[config.mk]
export PLATFORM = sky130hd
export DESIGN_NAME = manchester_encoder
export DESIGN_NICKNAME = d
export VERILOG_FILES = /design/src/rtl/manchester_encoder.sv
export SDC_FILE = /design/constraint.sdc
export NUM_CORES = 1
export LEC_CHECK = 0
export CORE_ASPECT_RATIO = 0.6
export CORE_MARGIN = 2
export CORE_UTILIZATION = 55
export DETAILED_ROUTE_END_ITERATION = 8
export GPL_TIMING_DRIVEN = 0
export PLACE_DENSITY = 0.83
export SYNTH_ARGS = -nofsm -noshare
export SYNTH_HDL_FRONTEND = slang
export SYNTH_SLANG_ARGS = --single-unit
[constraint.sdc]
create_clock -name clk -period 5.6 [get_ports clk]
set_clock_uncertainty 0.15 [all_clocks]
set_input_delay 1.12 -clock clk [delete_from_list [all_inputs] [get_ports clk]]
set_output_delay 1.12 -clock clk [all_outputs]
set_load 0.005 [all_outputs]
[src/rtl/manchester_encoder.sv]
// -----------------------------------------------------------------------------
// manchester_encoder
//
// Transmit side of the smart-LED chain link. Bits forwarded by the protocol
// logic are buffered in a small FIFO. Each bit is then regenerated on the line
// as a Manchester symbol whose half-bit length comes from the pulse width
// measured on the receive side.
//
// Line coding : bit 1 = high then low, bit 0 = low then high, idle = low.
//
// Handshake   : the writer presents in_data with a single-cycle in_valid strobe.
//               A bit is accepted on any clk edge where in_valid=1 and
//               in_ready=1. in_ready is high whenever the FIFO has a free entry.
//               A strobe that arrives while the FIFO is full is dropped and sets
//               the sticky overflow flag, even if a pop frees an entry on that
//               same edge.
//
// Ports:
//   clk          in   system clock
//   rst          in   synchronous reset, active high
//   in_data      in   bit to transmit, sampled with in_valid
//   in_valid     in   single-cycle strobe, one per bit
//   in_ready     out  FIFO has a free entry
//   half_period  in   half-bit length in clk cycles (clamped to MIN_HALF)
//   out          out  registered Manchester line output
//   busy         out  a bit is on the line or the FIFO holds bits
//   overflow     out  sticky: a strobe was dropped because the FIFO was full
// -----------------------------------------------------------------------------
module manchester_encoder #(
  parameter int FIFO_DEPTH = 4,
  parameter int PW_WIDTH   = 6,
  parameter int MIN_HALF   = 2
) (
  input  logic                clk,
  input  logic                rst,
  input  logic                in_data,
  input  logic                in_valid,
  output logic                in_ready,
  input  logic [PW_WIDTH-1:0] half_period,
  output logic                out,
  output logic                busy,
  output logic                overflow
);

  localparam int AW = $clog2(FIFO_DEPTH);
  localparam int CW = $clog2(FIFO_DEPTH + 1);
  localparam logic [CW-1:0]       DEPTH_C = CW'(FIFO_DEPTH);
  localparam logic [PW_WIDTH-1:0] MIN_H   = PW_WIDTH'(MIN_HALF);

  typedef enum logic [1:0] {
    S_IDLE,
    S_FIRST,
    S_SECOND
  } state_t;

  // FIFO storage
  logic [FIFO_DEPTH-1:0] r_mem;
  logic [AW-1:0]         r_wr_ptr;
  logic [AW-1:0]         r_rd_ptr;
  logic [CW-1:0]         r_count;

  // Symbol generator
  state_t                r_state;
  logic [PW_WIDTH-1:0]   r_cnt;
  logic [PW_WIDTH-1:0]   r_h;
  logic                  r_bit;
  logic                  r_out;
  logic                  r_overflow;

  logic                  w_full;
  logic                  w_empty;
  logic                  w_push;
  logic                  w_pop;
  logic [PW_WIDTH-1:0]   w_h;

  state_t                w_state_nxt;
  logic [PW_WIDTH-1:0]   w_cnt_nxt;
  logic [PW_WIDTH-1:0]   w_h_nxt;
  logic                  w_bit_nxt;
  logic                  w_out_nxt;

  assign w_full   = (r_count == DEPTH_C);
  assign w_empty  = (r_count == '0);
  assign w_push   = in_valid && !w_full;
  assign w_h      = (half_period < MIN_H) ? MIN_H : half_period;

  assign in_ready = !w_full;
  assign out      = r_out;
  assign overflow = r_overflow;
  assign busy     = (r_state != S_IDLE) || !w_empty;

  // Next-state logic. w_pop doubles as the "load a new symbol" flag: a pop
  // always starts the first half of the popped bit on the same edge, which
  // is what lets back-to-back bits run with no idle cycle between them.
  always_comb begin
    w_state_nxt = r_state;
    w_cnt_nxt   = r_cnt;
    w_h_nxt     = r_h;
    w_bit_nxt   = r_bit;
    w_out_nxt   = r_out;
    w_pop       = 1'b0;

    case (r_state)
      S_IDLE: begin
        w_out_nxt = 1'b0;
        w_pop     = !w_empty;
      end
      S_FIRST: begin
        if (r_cnt == '0) begin
          w_state_nxt = S_SECOND;
          w_cnt_nxt   = r_h - 1'b1;
          w_out_nxt   = ~r_bit;
        end else begin
          w_cnt_nxt = r_cnt - 1'b1;
        end
      end
      S_SECOND: begin
        if (r_cnt == '0) begin
          if (w_empty) begin
            w_state_nxt = S_IDLE;
            w_out_nxt   = 1'b0;
          end else begin
            w_pop = 1'b1;
          end
        end else begin
          w_cnt_nxt = r_cnt - 1'b1;
        end
      end
      default: begin
        w_state_nxt = S_IDLE;
        w_out_nxt   = 1'b0;
      end
    endcase

    if (w_pop) begin
      w_state_nxt = S_FIRST;
      w_bit_nxt   = r_mem[r_rd_ptr];
      w_h_nxt     = w_h;
      w_cnt_nxt   = w_h - 1'b1;
      w_out_nxt   = r_mem[r_rd_ptr];
    end
  end

  always_ff @(posedge clk) begin
    if (rst) begin
      r_state    <= S_IDLE;
      r_cnt      <= '0;
      r_h        <= MIN_H;
      r_bit      <= 1'b0;
      r_out      <= 1'b0;
      r_overflow <= 1'b0;
      r_wr_ptr   <= '0;
      r_rd_ptr   <= '0;
      r_count    <= '0;
      r_mem      <= '0;
    end else begin
      r_state <= w_state_nxt;
      r_cnt   <= w_cnt_nxt;
      r_h     <= w_h_nxt;
      r_bit   <= w_bit_nxt;
      r_out   <= w_out_nxt;

      if (in_valid && w_full) begin
        r_overflow <= 1'b1;
      end

      if (w_push) begin
        r_mem[r_wr_ptr] <= in_data;
        r_wr_ptr        <= r_wr_ptr + 1'b1;
      end
      if (w_pop) begin
        r_rd_ptr <= r_rd_ptr + 1'b1;
      end

      case ({w_push, w_pop})
        2'b10:   r_count <= r_count + 1'b1;
        2'b01:   r_count <= r_count - 1'b1;
        default: r_count <= r_count;
      endcase
    end
  end

endmodule

==> metrics.md <==
| Metric | Value |
|---|---|
| Outcome | finished, final reports clean |
| H-tree Lvls | 1 |
| # port buffers | 13 |
| RSZ-0062 raised after global routing | no |
| Unique masters post-synth | 45 |
| Area Overhead vs Synth | 14.2% |
| Starting Density | 58.1% |
| Setup TNS | 0 ns |
| CP Cell Sequence | clkdlybuf4s50_1 -> or3_1 -> o31ai_1 -> ha_1 -> nor3b_1 -> xnor2_1 -> o21ai_0 -> nand2b_1 -> a311oi_1 |
| Clock Latency Late Sink | 0.28 ns |
| Relative slew slack | 58.0% |
| Post-CTS setup repair buffer count | 0 |
| Most frequent cell after synthesis | dfxtp_1 |
| # nets final | 243 |
| Critical Path Stages | 9 |
| Crit path capture type | flip-flop |
| Post-DRT Antenna Nets | 0 |
| Overflow after GRT | 0 |
| Met1 wire length | 1990 um |
| Core box area | 0.00289 mm2 |
| Register area share after synthesis | 33.4% |
| Routed len/inst | 14.6 um |
| R2r startpoint | r_cnt[0]$_SDFFE_PP0P_ |
| Via count | 1518 |
| Dpl hpwl | 2920 um |
| Die width | 75.3 um |
| Final period util | 63.2% |
| Delay-heaviest family, CP | compound AO/OA/AOI/OAI gates |
| Most used DFF post-synth | dfxtp_1 |
| CP required | 5.64 ns |
| Reg2Reg Setup Slack | 2.29 ns |
| Drt drc | 0 |
| Post-CTS Hold Buffers | 0 |
| Top post-synthesis cells by count | 28 x dfxtp_1, 26 x nor2_1, 24 x nand2_1 |
| 1st-pass router iterations | 5 |
| First-pass GRT wire length | 6180 um |
| Die span in y | 46.8 um |
| Cells on worst reg2reg path | 13 |
| IO Pins | 14 |
| Slowest Stage Delay on Critical Path | 0.49 ns |
| Ranking of synthesized cells by area | dfxtp_1 33%, ha_1 6.0%, nor2_1 5.8% |
| CP Data Arrival Time | 3.58 ns |
| Clock root cell | clkbuf_8 |
| Fin. Hold Viols | 0 |
| Crit Path Max Fanout | 5 |
| Number of max-slew violations in the final report | 0 |
| Final setup margin | 2.06 ns |
| Met2 WL | 1520 um |
| Post-Syn Area per Cell | 8.14 um2 |
| Leak Pwr | 0.000759 uW |
| Clock Path Buffers | 2 |
| Cell Area, Synth | 0.00168 mm2 |
| Vias in the first global route | 1290 |
| Max_cap viols | 0 |
| Die area | 0.00352 mm2 |
| Setup CP Type | primary input to flip-flop |
| Total power draw | 1030 uW |
| Hold Path Class | flip-flop to flip-flop |
| Num CTS Buffers | 3 |
| Synth async-reset ratio | 0% |
| Final setup vio count | 0 |
| Top sig layer | met4 |
| Share of cells above drive strength 1 | 5.38% |
| Max Fclk | 283 MHz |
| DP Area | 0.00186 mm2 |
| CP max-delay cell | clkdlybuf4s50_1 |
| Crit path buffers/inverters | 1 |
| TritonCTS clock tree | yes |
| Power Density | 535 mW/mm2 |
| Antenna violations before repair | 0 |
| Post-synthesis cell count | 206 |
| Drt via density | 5.73 |
| Min-Delay Endpoint | r_h[4]$_SDFFE_PP0P_ |
| Largest net degree at the start of global routing | 16 |
| Ant. Diodes | 0 |
| Worst Tran Pin Value | 0.625 ns |
| Maximum vdd ir drop | 0.320 mV |
| Rows | 15 |
| Leading area contributor after synthesis | dfxtp_1 |
| R2R Path End | r_count[2]$_SDFFE_PP0P_ |
| Wire length on met3 | 356 um |
| Total track usage | 23.8% |
| Syn. warnings | 0 |
| CTS Sinks | 28 |
| Pre-CTS WS | 1.84 ns |
| Post-synth EDFFs | 0 |
| Yosys top cell area share | 33.4% |
| Hold Slack | 0.346 ns |
| Post-route cell area | 0.00192 mm2 |
| Clock transition at path regs | 0.10 ns |
| Global placer's final weighted congestion | 0.956 |
| Net Count, Synth | 225 |
| Hold_sp | r_h[4]$_SDFFE_PP0P_ |
| Detailed Route Iter0 Violations | 199 |
| Post-cts sizing count | 0 |
| Final wirelength | 3870 um |
| Fin crit period | 3.54 ns |
| WHS Path Cells | 2 |
| Startpoint types | primary input |
| #FFs+latches synth | 28 |
[state kept, by name (all words and copies together), names as in the netlist]
register,count
r_rd_ptr,2
r_h,6
r_bit,1
out,1
r_count,3
overflow,1
r_wr_ptr,2
r_state,2
r_cnt,6
r_mem,4
[worst reg2reg max path: cells and delay by family (launching register included)]
kind            cells  cell delay, ns
fa+ha+maj           3            0.81
flops               1            0.37
xor+xnor            1            0.17
simple gates        3            0.90
compound gates      2            0.35
buf+inv             4            0.51
[metrics by stage]
| step | util [%] | instances |
|---|---|---|
| CTS | 66.3 | 265 |
| global route | 66.3 | 265 |
| detailed placement | 64.4 | 261 |
| floorplan | - | 206 |
| finish | 66.3 | 265 |
| global placement | 64.4 | 261 |
[layout by cell type (no fill, tap or decap), types with 6 or more instances in the layout]
cell type,n
xor2_1,6
o21ai_0,7
nor2_1,26
a21oi_1,14
nand2_1,24
inv_1,12
ha_1,8
xnor2_1,6
clkbuf_1,6
dfxtp_1,28
nor3_1,8
clkdlybuf4s50_1,13
[per-layer routing]
layer | global-route usage (%) | up-vias
met2 | 33.0 | 53
li1 | - | 764
met3 | 6.65 | 2
met5 | 0 | -
met1 | 37.7 | 699
met4 | 2.11 | 0
[cells by family after synthesis]
| kind of cell | count (synthesis) | share of synthesized area (%) |
|---|---|---|
| AOI/OAI and AO/OA | 50 | 20.7 |
| xor gates and xnor gates | 12 | 6.26 |
| adders and majority gates | 9 | 7.16 |
| buffers and inverters | 22 | 5.44 |
| DFF | 28 | 33.4 |
| muxes | 7 | 5.00 |
| and+or+nand+nor | 78 | 22.0 |
[where the power goes]
group	internal, uW	total [uW]	switching, uW
Combinational	251	585	334
Clock	63.0	127	63.7
Sequential	257	314	56.6
[worst max path at each step]
stage,startpoint,endpoint,slack (ns)
6_report,half_period[4],r_cnt[4]$_SDFFE_PP0P_,2.06
5_1_grt,half_period[4],r_cnt[4]$_SDFFE_PP0P_,1.89
4_1_cts,half_period[4],r_cnt[4]$_SDFFE_PP0P_,2.10
3_5_place_dp,half_period[4],r_cnt[4]$_SDFFE_PP0P_,1.84
3_3_place_gp,half_period[4],r_cnt[4]$_SDFFE_PP0P_,1.83
2_1_floorplan,r_cnt[0]$_SDFFE_PP0P_,r_count[2]$_SDFFE_PP0P_,2.66
[cell type report]
| cell class | instances | area (um2) |
|---|---|---|
| multi-input cells | 156 | 1030 |
| flip-flops and latches | 28 | 561 |
| clock buffers | 4 | 55.1 |
| inverters | 13 | 48.8 |
| fillers | 266 | 975 |
| repair buffers | 13 | 130 |
| well taps | 42 | 52.6 |
| plain buffers | 9 | 42.5 |
(Power assumes the default switching activity.)
==> patch: new RTL, config.mk and constraints unchanged <==
Register the input `half_period` before use. The logic sees it one clock later. The other inputs are not delayed to match. Comments in the files are not updated.
--- a/src/rtl/manchester_encoder.sv
+++ b/src/rtl/manchester_encoder.sv
@@ -54,4 +54,10 @@
   } state_t;
 
+  logic [PW_WIDTH-1:0] half_period_q;
+
+  always_ff @(posedge clk) begin
+    half_period_q <= half_period;
+  end
+
   // FIFO storage
   logic [FIFO_DEPTH-1:0] r_mem;
@@ -83,5 +89,5 @@
   assign w_empty  = (r_count == '0);
   assign w_push   = in_valid && !w_full;
-  assign w_h      = (half_period < MIN_H) ? MIN_H : half_period;
+  assign w_h      = (half_period_q < MIN_H) ? MIN_H : half_period_q;
 
   assign in_ready = !w_full;
Formal check against the unedited RTL: not equivalent (Yosys sat finds a counterexample within 10 cycles, from zero or initial values and one cycle with rst high).
==> patch against the original RTL <==
Cell area grew 12%. Routed wire length is 1.6% higher. Sequential cell count up 6. Synthesized area is 11% higher. Setup slack improved by 0.34 ns. Hold slack worse by 0.023 ns. Clock power increased by 77%. Die area rose by 9.8%. Final cell count is 4.9% higher. Fmax is 11% higher. Power increased by 21%.
==> patch: results (changes against the original RTL) <==
Fillers - 291 (+9.4%)
most common library cells after synthesis - dfxtp_1, nand2_1, a21oi_1
post-synth cell types - 51 (+13%)
Detailed Route WL - 3930 um (+1.6%)
I/O Buffers - 12 (-1)
dominant cells by area after synthesis - dfxtp_1, a21oi_1, ha_1
number of CTS-inserted buffers - 5 (+2)
largest net degree at the start of global routing - 11 (-5)
vias in the first global route - 1,390 (+7.8%)
post-synthesis sequential area ratio - 36.7% (+3.3 points)
Synth warnings - 0 (unchanged)
Worst path max stage delay - 0.41 ns (-0.08 ns)
Clock Sinks - 34 (+21%)
initial antenna violation count - 0 (unchanged)
CP arrival - 3.25 ns (-0.33 ns)
Sw Pwr - 0.506 mW (+11%)
worst-case vdd ir drop - 0.000316 V (-1.4%)
drt first pass iters - 5 (unchanged)
LEAKAGE - 0.836 nW (+10%)
Setup Buffers After CTS - 0 (unchanged)
layout cell share with drive strength beyond 1 - 10.7% (+5.3 points)
Starting DRT DRC Count - 138 (-31%)
worst-skew pair later-pin latency - 0.28 ns (about the same)
ANT cells - 0 (unchanged)
status - finished clean
Bufs on Longest Clock Path - 2 (unchanged)
CP delay by family, top - buffers and inverters
number of vias per cell - 5.71 (-0.34%)
routability cong. - 0.911 (-4.7%)
post-cts sizing count - 0 (unchanged)
Detail Placement HPWL - 2890 um (-1.1%)
Min-Delay Path Class - flip-flop to flip-flop
crit-path max FO - 7 (+2)
CP max stage cell - clkdlybuf4s50_1
Total GRT Usage - 22.4% (-1.4 points)
Synth async-reset ratio - 0% (unchanged)
Root Buffer - clkbuf_8
Syn Nets - 233 (+3.6%)
Rel. slew slack - 66.9% (+8.8 points)
Nets - 252 (+3.7%)
CTS H-Tree Depth - 2 (+1)
largest registers - half_period_q: 6 flops, r_cnt: 6 flops, r_h: 6 flops
global-route wire length before repair - 6690 um (+8.2%)
clock slew at reported path FFs - 0.07 ns (-0.03 ns)
[patch: cell types whose count changed after synthesis, moves of 4 or more]
cell and delta:
dfxtp_1 +6, o31ai_1 -4, a21oi_1 +6, nor2_1 -7, o211ai_1 +4, nand3_1 +4
[patch: layout make-up]
type	count	share of cell area [%]
Sequential cell	34	31.7
Clock inverter	1	1.40
Inverter	15	2.63
Tap cell	45	2.63
Clock buffer	6	3.85
Multi-Input combinational cell	158	50.4
Buffer	7	1.75
Timing Repair Buffer	12	5.60
[patch: final timing paths]
kind	startpoint	endpoint	slack, ns	cells past startpoint
max	in_valid	r_count[2]	2.41	10
min	r_bit	r_bit	0.32	2
max reg2reg	r_cnt[0]	r_count[2]	2.60	13
min reg2reg	r_bit	r_bit	0.32	2
[patch: through the flow]
stage	cells	instance area [um2]	hold slack (ns)	worst slack, ns	power [mW]
after floorplan	214	1860	0.287	2.75	0.858
after global placement	271	2030	0.299	2.21	0.991
after detailed placement	271	2030	0.312	2.18	1.00
after CTS	278	2140	0.322	2.43	1.24
after global routing	278	2140	0.347	2.22	1.34
final	278	2140	0.323	2.41	1.24
[patch: power groups by stage]
stage | clock (mW) | combinational [mW] | sequential, mW
floorplan | 0 | 0.489 | 0.369
global placement | 0 | 0.607 | 0.384
detailed placement | 0 | 0.615 | 0.385
CTS | 0.230 | 0.623 | 0.382
global route | 0.241 | 0.704 | 0.391
finish | 0.225 | 0.628 | 0.384
[patch: kinds of logic (layout without fill, tap and decap cells)]
kind of cell	count (synthesis)	after routing	share of synthesized area (%)
compound gates	47	47	17.1
xor+xnor	10	10	4.72
fa+ha+maj	9	9	6.47
buf+inv	22	41	5.06
flops	34	34	36.7
mux	8	8	4.99
simple gates	84	84	25.0
[patch: worst register-to-register path, delay by kind of cell (launching register included)]
family / cells / cell delay [ns]
adders and majority gates: 3 / 0.86
AOI/OAI and AO/OA: 2 / 0.34
buffers and inverters: 4 / 0.40
xor gates and xnor gates: 1 / 0.16
and+or+nand+nor: 3 / 0.68
DFF: 1 / 0.34
[patch: metal layers]
layer	wire length, um	track usage (%)
met5	0	0
met3	360	5.93
met4	25	3.74
met1	2040	36.6
met2	1510	29.2
